<file path="src/rtl/gate_sweep_pkg.sv">
// Shared definitions for the gate sweep checker: op encoding, FSM states and
// the golden reduction used to predict an N-input gate's output.
package gate_sweep_pkg;

  localparam logic [2:0] OP_AND  = 3'd0;
  localparam logic [2:0] OP_OR   = 3'd1;
  localparam logic [2:0] OP_XOR  = 3'd2;
  localparam logic [2:0] OP_NAND = 3'd3;
  localparam logic [2:0] OP_NOR  = 3'd4;
  localparam logic [2:0] OP_XNOR = 3'd5;

  localparam int MAX_N_IN = 16;

  typedef enum logic [1:0] {
    IDLE  = 2'd0,
    DRIVE = 2'd1,
    DONE  = 2'd2
  } sweep_state_t;

  // Only the low n bits of vec take part; unused upper bits are ignored so a
  // single 16-bit function serves every legal gate width.
  function automatic logic golden_reduce(input logic [2:0] op,
                                         input logic [MAX_N_IN-1:0] vec,
                                         input int n);
    logic r_and;
    logic r_or;
    logic r_xor;
    logic res;
    r_and = 1'b1;
    r_or  = 1'b0;
    r_xor = 1'b0;
    for (int i = 0; i < MAX_N_IN; i++) begin
      if (i < n) begin
        r_and = r_and & vec[i];
        r_or  = r_or  | vec[i];
        r_xor = r_xor ^ vec[i];
      end
    end
    case (op)
      OP_AND:  res = r_and;
      OP_OR:   res = r_or;
      OP_XOR:  res = r_xor;
      OP_NAND: res = ~r_and;
      OP_NOR:  res = ~r_or;
      OP_XNOR: res = ~r_xor;
      default: res = r_or;
    endcase
    return res;
  endfunction

endpackage

</file>
<file path="src/rtl/gate_sweep_checker_golden.sv">
// Combinational golden model: expected output of an N_IN-input reduction
// gate selected by op for the vector currently on vec.
module gate_sweep_golden
  import gate_sweep_pkg::*;
#(
  parameter int N_IN = 3
) (
  input  logic [2:0]      op,
  input  logic [N_IN-1:0] vec,
  output logic            expected
);

  always_comb begin
    expected = golden_reduce(op, MAX_N_IN'(vec), N_IN);
  end

endmodule

</file>
<file path="config.mk">
export PLATFORM = sky130hd
export DESIGN_NAME = gate_sweep_golden
export DESIGN_NICKNAME = d
export VERILOG_FILES = /design/src/rtl/gate_sweep_pkg.sv /design/src/rtl/gate_sweep_checker_golden.sv
export SDC_FILE = /design/constraint.sdc
export NUM_CORES = 1
export LEC_CHECK = 0
export BUFFER_PORTS_ARGS = -buffer_cell sky130_fd_sc_hd__buf_2
export CORE_AREA = 2 2 39 41
export DETAILED_ROUTE_END_ITERATION = 10
export DIE_AREA = 0 0 41 43
export GPL_ROUTABILITY_DRIVEN = 0
export MAX_ROUTING_LAYER = met4
export PLACE_DENSITY_LB_ADDON = 0.3
export RECOVER_POWER = 25
export SYNTH_ARGS = -nofsm -noshare
export SYNTH_HDL_FRONTEND = slang
export SYNTH_SLANG_ARGS = --single-unit
</file>
<file path="constraint.sdc">
create_clock -name vclk -period 2.2
set_clock_uncertainty 0.2 [all_clocks]
set_input_delay 0.22 -clock vclk [all_inputs]
set_output_delay 0.22 -clock vclk [all_outputs]
set_load 0.02 [all_outputs]
</file>
### Yosys cells after proc, flatten, opt, wreduce, memory -nomap -nowiden

Cells that the tools add are included.
Widths: inputs -> output; s select.

* register bits after elaboration: 0
* input port bits: 6
* word-level logic and storage cells: 15

* equal/unequal tests: 4
* mux-type cells: 1
* bitwise operators: 9
* reduce and logical (&&, ||, !) cells: 1

Operator list (count)
* $eq 3x2->1 const B: 2
* $eq 3x3->1 const B: 2
* $pmux 1 s5: 1
* $logic_not 3->1: 1
* $not 1->1: 3
* $and 1x1->1: 2
* $or 1x1->1: 2
* $xor 1x1->1: 2

### Logic depth before layout (Yosys ltp)

Gate-level depths: netlist (run 1).

* depth in word-level cells: 4
* mapped depth: 5
* gate-level depth less buffers: 5

### Worst setup path before layout (run 1)

OpenSTA, ideal clock, no wires.

* path type: input -> output
* from: input port vec[0]
* to: output port expected
* arrival: 1442 ps
* required time: 1780 ps
* path slack: 338 ps
* cell stages on the path: 5
* cell sequence: inv_1 > ha_1 > or2b_1 > a211o_1 > a32oi_1

* cells in the longest elaborated chain, start to end: 4

RTL lines
* from (decl): line gate_sweep_checker_golden.sv:9 `input logic [N_IN-1:0] vec,`
* $xor 1x1->1 (tied with other cells) (2 in a row): line gate_sweep_pkg.sv:36 `r_xor = r_xor ^ vec[i];`
* $not 1->1 (on tied branches): line gate_sweep_pkg.sv:45, gate_sweep_pkg.sv:43, gate_sweep_pkg.sv:44
* $pmux 1 s5 (*): line gate_sweep_pkg.sv:39 `case (op)`
* to (decl): line gate_sweep_checker_golden.sv:10 `output logic expected`

Mark *: on every way between the ends. The rest lies on a longest branch, timed or not.

### Worst setup path in the final report (run 1)

Ends and elaborated chain as after synthesis.

==> results of run 1 <==
-- routing by layer --
layer / GRT usage, % / routed length, microns
met2: 3.125 / 103
met4: 0 / 0
met5: - / 0
met3: 0 / 20
met1: 6.646 / 170
-- cell type report --
| type | count | share of cell area [%] |
|---|---|---|
| inverters | 3 | 6.522 |
| well taps | 16 | 11.59 |
| repair buffers | 7 | 19.57 |
| multi-input cells | 14 | 62.32 |
-- final timing paths --
| kind | end | slack [ns] | depth (start not counted) |
|---|---|---|---|
| min | expected | 0.66 | 4 |
| max | expected | 0.20 | 7 |
-- through the flow --
step           power (mW)  std cells  hold WS, ns  area, sq um  setup WS [ns]
3_3_place_gp      0.03080         40       0.6371        173.9         0.2799
3_5_place_dp      0.03106         40       0.6401        173.9         0.2723
2_1_floorplan     0.01786         17       0.4478        118.9         0.3385
6_report          0.03034         40       0.6587        172.7         0.1992
4_1_cts           0.03115         40       0.6399        173.9         0.2668
5_1_grt           0.03402         40       0.6945        172.7         0.1473
-- synth_stat cells --
| library cell | instances | area (sq um) |
|---|---|---|
| sky130_fd_sc_hd__a31oi_1 | 2 | 12.51 |
| sky130_fd_sc_hd__or3_1 | 1 | 6.260 |
| sky130_fd_sc_hd__inv_1 | 3 | 11.26 |
| sky130_fd_sc_hd__nand2b_1 | 1 | 6.260 |
| sky130_fd_sc_hd__o21a_1 | 1 | 7.510 |
| sky130_fd_sc_hd__a21oi_1 | 1 | 5.000 |
| sky130_fd_sc_hd__nor2b_1 | 1 | 6.260 |
| sky130_fd_sc_hd__o21ai_0 | 1 | 5.000 |
| sky130_fd_sc_hd__a32oi_1 | 1 | 8.760 |
| sky130_fd_sc_hd__ha_1 | 2 | 25.02 |
| sky130_fd_sc_hd__a211o_1 | 1 | 8.760 |
| sky130_fd_sc_hd__xor2_1 | 1 | 8.760 |
| sky130_fd_sc_hd__or2b_1 | 1 | 7.510 |
-- critical path, cell delays in order --
cell and delay (ns):
sky130_fd_sc_hd__buf_2 0.09, sky130_fd_sc_hd__inv_1 0.04, sky130_fd_sc_hd__ha_1 0.32, sky130_fd_sc_hd__or2b_1 0.23, sky130_fd_sc_hd__a211o_1 0.25, sky130_fd_sc_hd__a32oi_1 0.17, sky130_fd_sc_hd__clkbuf_1 0.25
-- power breakdown --
group | switching (mW) | total, mW | internal [mW]
Clock | 0 | 0 | 0
Sequential | 0 | 0 | 0
Combinational | 0.0164 | 0.0303 | 0.0140
Total | 0.0164 | 0.0303 | 0.0140
-- cells by family after synthesis --
kind of cell	after synthesis
fa+ha+maj	2
xor+xnor	1
compound gates	7
simple gates	4
buf+inv	3
==> results.txt, run 1 <==
The proportion of layout cells with a drive suffix above 1 is 25.00%. The mux contribution to synthesized area came out at 0%. The total negative slack is 0 ns. The clock tree buffer count of the final layout came out at 0. In this run, the number of DRC markers left after iteration 0 of detailed routing was 2.

The top fanout value on the critical path came out at 3. The shortest period the worst path allows came out at 2.001 ns. Summing all multi-input logic gate instances after layout gives 107.6 sq um. The mean area per synthesized cell is 6.992 sq um. The number of nets at the end of the flow is 34. The run finished with clean final reports. The startpoint identified for the worst hold timing path is op[1]. The final max-slew violation count came out at 0.

The cell row count is 14. The area of the core came out at 1384 sq um. The synthesized-area fraction occupied by and/or/nand/nor cells came out at 22.11%.

The buffer count from post-CTS setup fixing came out at 0. The analysis attributes to cell leakage a power of 0.08134 nW. The worst setup path is launched from a primary input.

The sequential cells in the finished layout cover a total of 0 sq um. The final number of setup-violating endpoints is 0. The power per standard cell area came out at 175.7 nW/um^2. After synthesis, flip-flops and latches occupy 0% of the total area. In this run the worst setup path begins at vec[0]. The count of inserted antenna diode cells came out at 0.

The number of distinct standard cells referenced by the synthesized netlist came out at 13. The gate count of the mapped netlist is 17. The first global-routing pass estimated 386 microns of wire.

The initial core utilization came out at 8.590%. The die outline area came out at 1763 sq um. The total nets after synthesis is 25. The total routed wirelength is 295 microns.

In the global route stage, overall resource usage came out at 3.173%. Detailed routing inserted a total of 139 vias. The via count of the first global-routing pass is 84.

The final core utilization is 12.48%. The post-synthesis compound-gate area fraction came out at 40.00%. Data arrives at the worst endpoint at 1.58 ns.

The top cell types in the final layout, fill and taps aside, are 6 x sky130_fd_sc_hd__buf_2, 3 x sky130_fd_sc_hd__inv_1, 2 x sky130_fd_sc_hd__a31oi_1, 2 x sky130_fd_sc_hd__ha_1. The x dimension of the die is 41 microns. The netlist area before placement is 118.9 sq um. The required time of the critical path came out at 1.78 ns.

Setup repair after global routing left no endpoint under its margin. The xor/xnor share of the synthesized area came out at 7.368%. The total count of hold-check failures in the final report is 0. After clock tree synthesis, the repair step resized 0 gates. The worst setup path is captured at an output port. For this run, design rule violations remaining after detail routing come to 0. The worst pin sits at a relative slew slack of 82.87%. The number of warnings issued by yosys is 0. The adder-cell area share of the yosys netlist is 21.05%. The slew at the pin closest to its max-slew limit is 0.2581 ns. The number of filler instances in the final layout came out at 159. The first detailed-routing pass took 4 iterations.

The remaining number of nets flagged by the antenna check after routing came out at 0. The setup path with the least slack is of type in2out. The initial antenna violation count is 0. The largest net degree at the start of global routing is 7.

The hold buffer count at CTS is 0. 7 I/O pins were placed. The min-delay analysis places its worst path in the category in2out. The average wire per cell in the routed design is 7.375 microns.

The total overflow left after global routing is 0. The highest attainable clock frequency came out at 499.8 MHz. The dominant combinational cell family by area after synthesis is compound AO/OA/AOI/OAI gates. The commonest non-fill, non-tap cell in the layout is sky130_fd_sc_hd__buf_2.

The vertical extent of the die is 43 microns. Buffers placed on the I/O ports in this run total 7. The number of sequential cells came out at 0.

The max-capacitance violation count is 0. Relative to the synthesized area, the layout overhead comes to 45.26%. Across the VDD grid, the largest voltage drop is 33.44 uV. In the routed layout, each cell is associated on average with a via count of 3.475. The final critical path takes up 90.95% of the cycle.
Note: power is estimated with default switching activity, not from simulation.
==> run 2, diff against run 1 <==
- ABC_AREA: not set -> 1
- CAP_MARGIN: not set -> 20
==> results.txt, run 2 <==
The run finished with clean final reports. The slowest stage of the critical path belongs to the cell sky130_fd_sc_hd__ha_1. The total nets after synthesis is 39. The worst pin sits at a relative slew slack of 83.82%. The path class of the tightest hold or removal check is in2out.

Setup repair after global routing left no endpoint under its margin. The number of nets at the end of the flow is 48. The sequential-to-total area share from yosys stat is 0%. The required time of the critical path is 1.78 ns. The average wire per cell in the routed design is 6.926 microns. The synthesized netlist devotes 66.39% of its cell area to simple gates.

In this design, the stage delay of the slowest critical-path cell is 0.30 ns. The largest total area in the synthesized netlist belongs to sky130_fd_sc_hd__nand2_1. The remaining number of nets flagged by the antenna check after routing came out at 0. The shortest period the worst path allows is 1.648 ns. The tool flagged a number of max-cap violations equal to 0. Across all layers, the routed design uses 190 vias. The post-placement cell area came out at 207.7 sq um.

The global-route wire length before repair is 600 microns. The number of distinct standard cells referenced by the synthesized netlist came out at 10. In the layout the commonest cells are 10 x sky130_fd_sc_hd__nand2_1, 6 x sky130_fd_sc_hd__buf_2, 5 x sky130_fd_sc_hd__nor2_1.

The final max-slew violation count is 0. The commonest non-fill, non-tap cell in the layout is sky130_fd_sc_hd__nand2_1. The combined buffer and inverter count along the critical path came out at 4. The clock tree buffer count of the final layout came out at 0. The post-placement cell count came out at 54.

IR analysis of the VDD net gives a maximum drop of 28.52 uV. On the final layout, the worst hold slack is 0.7185 ns. After detailed routing, the total wire length is 374 microns. The initial core utilization is 11.03%. The sequential cell area came out at 0 sq um. The proportion of layout cells with a drive suffix above 1 came out at 26.32%. After synthesis, the most frequently instantiated cells are 10 x sky130_fd_sc_hd__nand2_1, 5 x sky130_fd_sc_hd__nor2_1, 4 x sky130_fd_sc_hd__inv_1.

The dominant combinational cell family by area after synthesis is simple AND/OR/NAND/NOR gates. For this run the aggregate overflow at the end of global routing stands at 0. From bottom edge to top edge, the die measures 43 microns. Traced cell by cell, the critical path runs through buf_2 > inv_1 > ha_1 > inv_1 > nand2_1 > nand2_1 > nor2_1 > nor2_1 > nand4_1 > clkbuf_1.

The final number of setup-violating endpoints came out at 0. The starting DRC count in detailed routing is 6. The power per standard cell area came out at 173.0 nW/um^2.

The total count of hold-check failures in the final report is 0. The number of top-level design ports is 7. The critical path capture point type is an output port.

The cell row count came out at 14. By area the synthesized netlist is led by sky130_fd_sc_hd__nand2_1 25%, sky130_fd_sc_hd__ha_1 16%, sky130_fd_sc_hd__nor2_1 12%. The detailed placer's ending HPWL came out at 320.6 microns. The number of setup buffers added after CTS is 0. The post-synthesis compound-gate area fraction came out at 0%. For the pin with the worst max-slew slack, the measured transition is 0.2438 ns.

The xor/xnor share of the synthesized area came out at 0%. The number of sequential cells is 0. Based on the critical path, the design can be clocked at up to 606.8 MHz. After synthesis, the share of cell area in mux cells is 0%. Entering global routing, the biggest net connects 6 pins. The netlist area before placement came out at 152.6 sq um. The type of the worst setup path is in2out. Of the post-synthesis cell area, the dominant cell type holds 24.59%.

The via count of the first global-routing pass came out at 162. The synthesized netlist devotes 16.39% of its cell area to adder and majority cells. The layout overhead on the synthesized area is 35.25%. The initial antenna violation count came to 0. Along the worst path, the maximum fanout reaches 2. With fillers left out, the area of the finished cells amounts to 206.4 sq um. The number of filler instances in the final layout is 162. For the worst setup path, the data arrival time is 1.23 ns.

The die outline area came out at 1763 sq um. The hold buffer count at CTS is 0. The mean area per synthesized cell came out at 4.924 sq um. The repair_antennas step left the layout with diodes totalling 0. The count of cells resized by post-cts repair came out at 0.

The total negative slack is 0 ns. At the end of the flow the core is filled with cells to 14.92%. The most common cell in the synthesized netlist is sky130_fd_sc_hd__nand2_1. The number of warnings issued by yosys came out at 0. The global-route usage over all layers came out at 4.708%. The leakage power is 0.1232 nW. The dominant delay contributor by cell family on the critical path is buffers and inverters. After detailed routing, the number of remaining DRC violations is 0. The final clock period utilization by the worst path is 74.91%. The x dimension of the die came out at 41 microns. The startpoint type of the worst setup path is a primary input.

The detailed-route vias per instance is 3.519. The gate count of the mapped netlist is 31. The area of the core came out at 1384 sq um. The count of buffers added on input and output ports is 7. The number of standard cells in the final layout excluding fillers came out at 54.

The total iterations of the first detailed-routing run came out at 4.
-- run 2: power breakdown --
group	switching, mW	internal [mW]
clock network	0	0
registers	0	0
logic	0.0218	0.0140
total	0.0218	0.0140
-- run 2: worst paths after layout --
| kind | from | endpoint | cells after the start |
|---|---|---|---|
| setup / recovery | vec[0] | expected | 10 |
| hold / removal | op[1] | expected | 4 |
-- run 2: kinds of logic after synthesis --
family,after synthesis
AND/OR/NAND/NOR,22
buffers and inverters,7
adder cells (fa/ha/maj),2
-- run 2: metal layers --
| layer | global-route usage [%] | vias to the layer above | part of all wire (%) |
|---|---|---|---|
| met5 | - | - | 0 |
| met4 | 0 | 0 | 0 |
| met3 | 0 | 0 | 7.5 |
| met2 | 7.500 | 7 | 47 |
| met1 | 6.962 | 75 | 45 |
| li1 | - | 108 | - |
-- run 2: final cells by class --
type,instances,area [sq um],share of cell area (%)
repair buffers,7,33.78,16.36
well taps,16,20.02,9.697
multi-input cells,24,126.4,61.21
inverters,7,26.28,12.73
-- run 2: stage by stage --
step                      setup slack, ns  power (mW)
after global placement             0.5921     0.03685
after floorplan                    0.7560     0.02272
after detailed placement           0.5800     0.03677
after CTS                          0.5786     0.03689
final                              0.5521     0.03572
after global routing               0.4303     0.04142
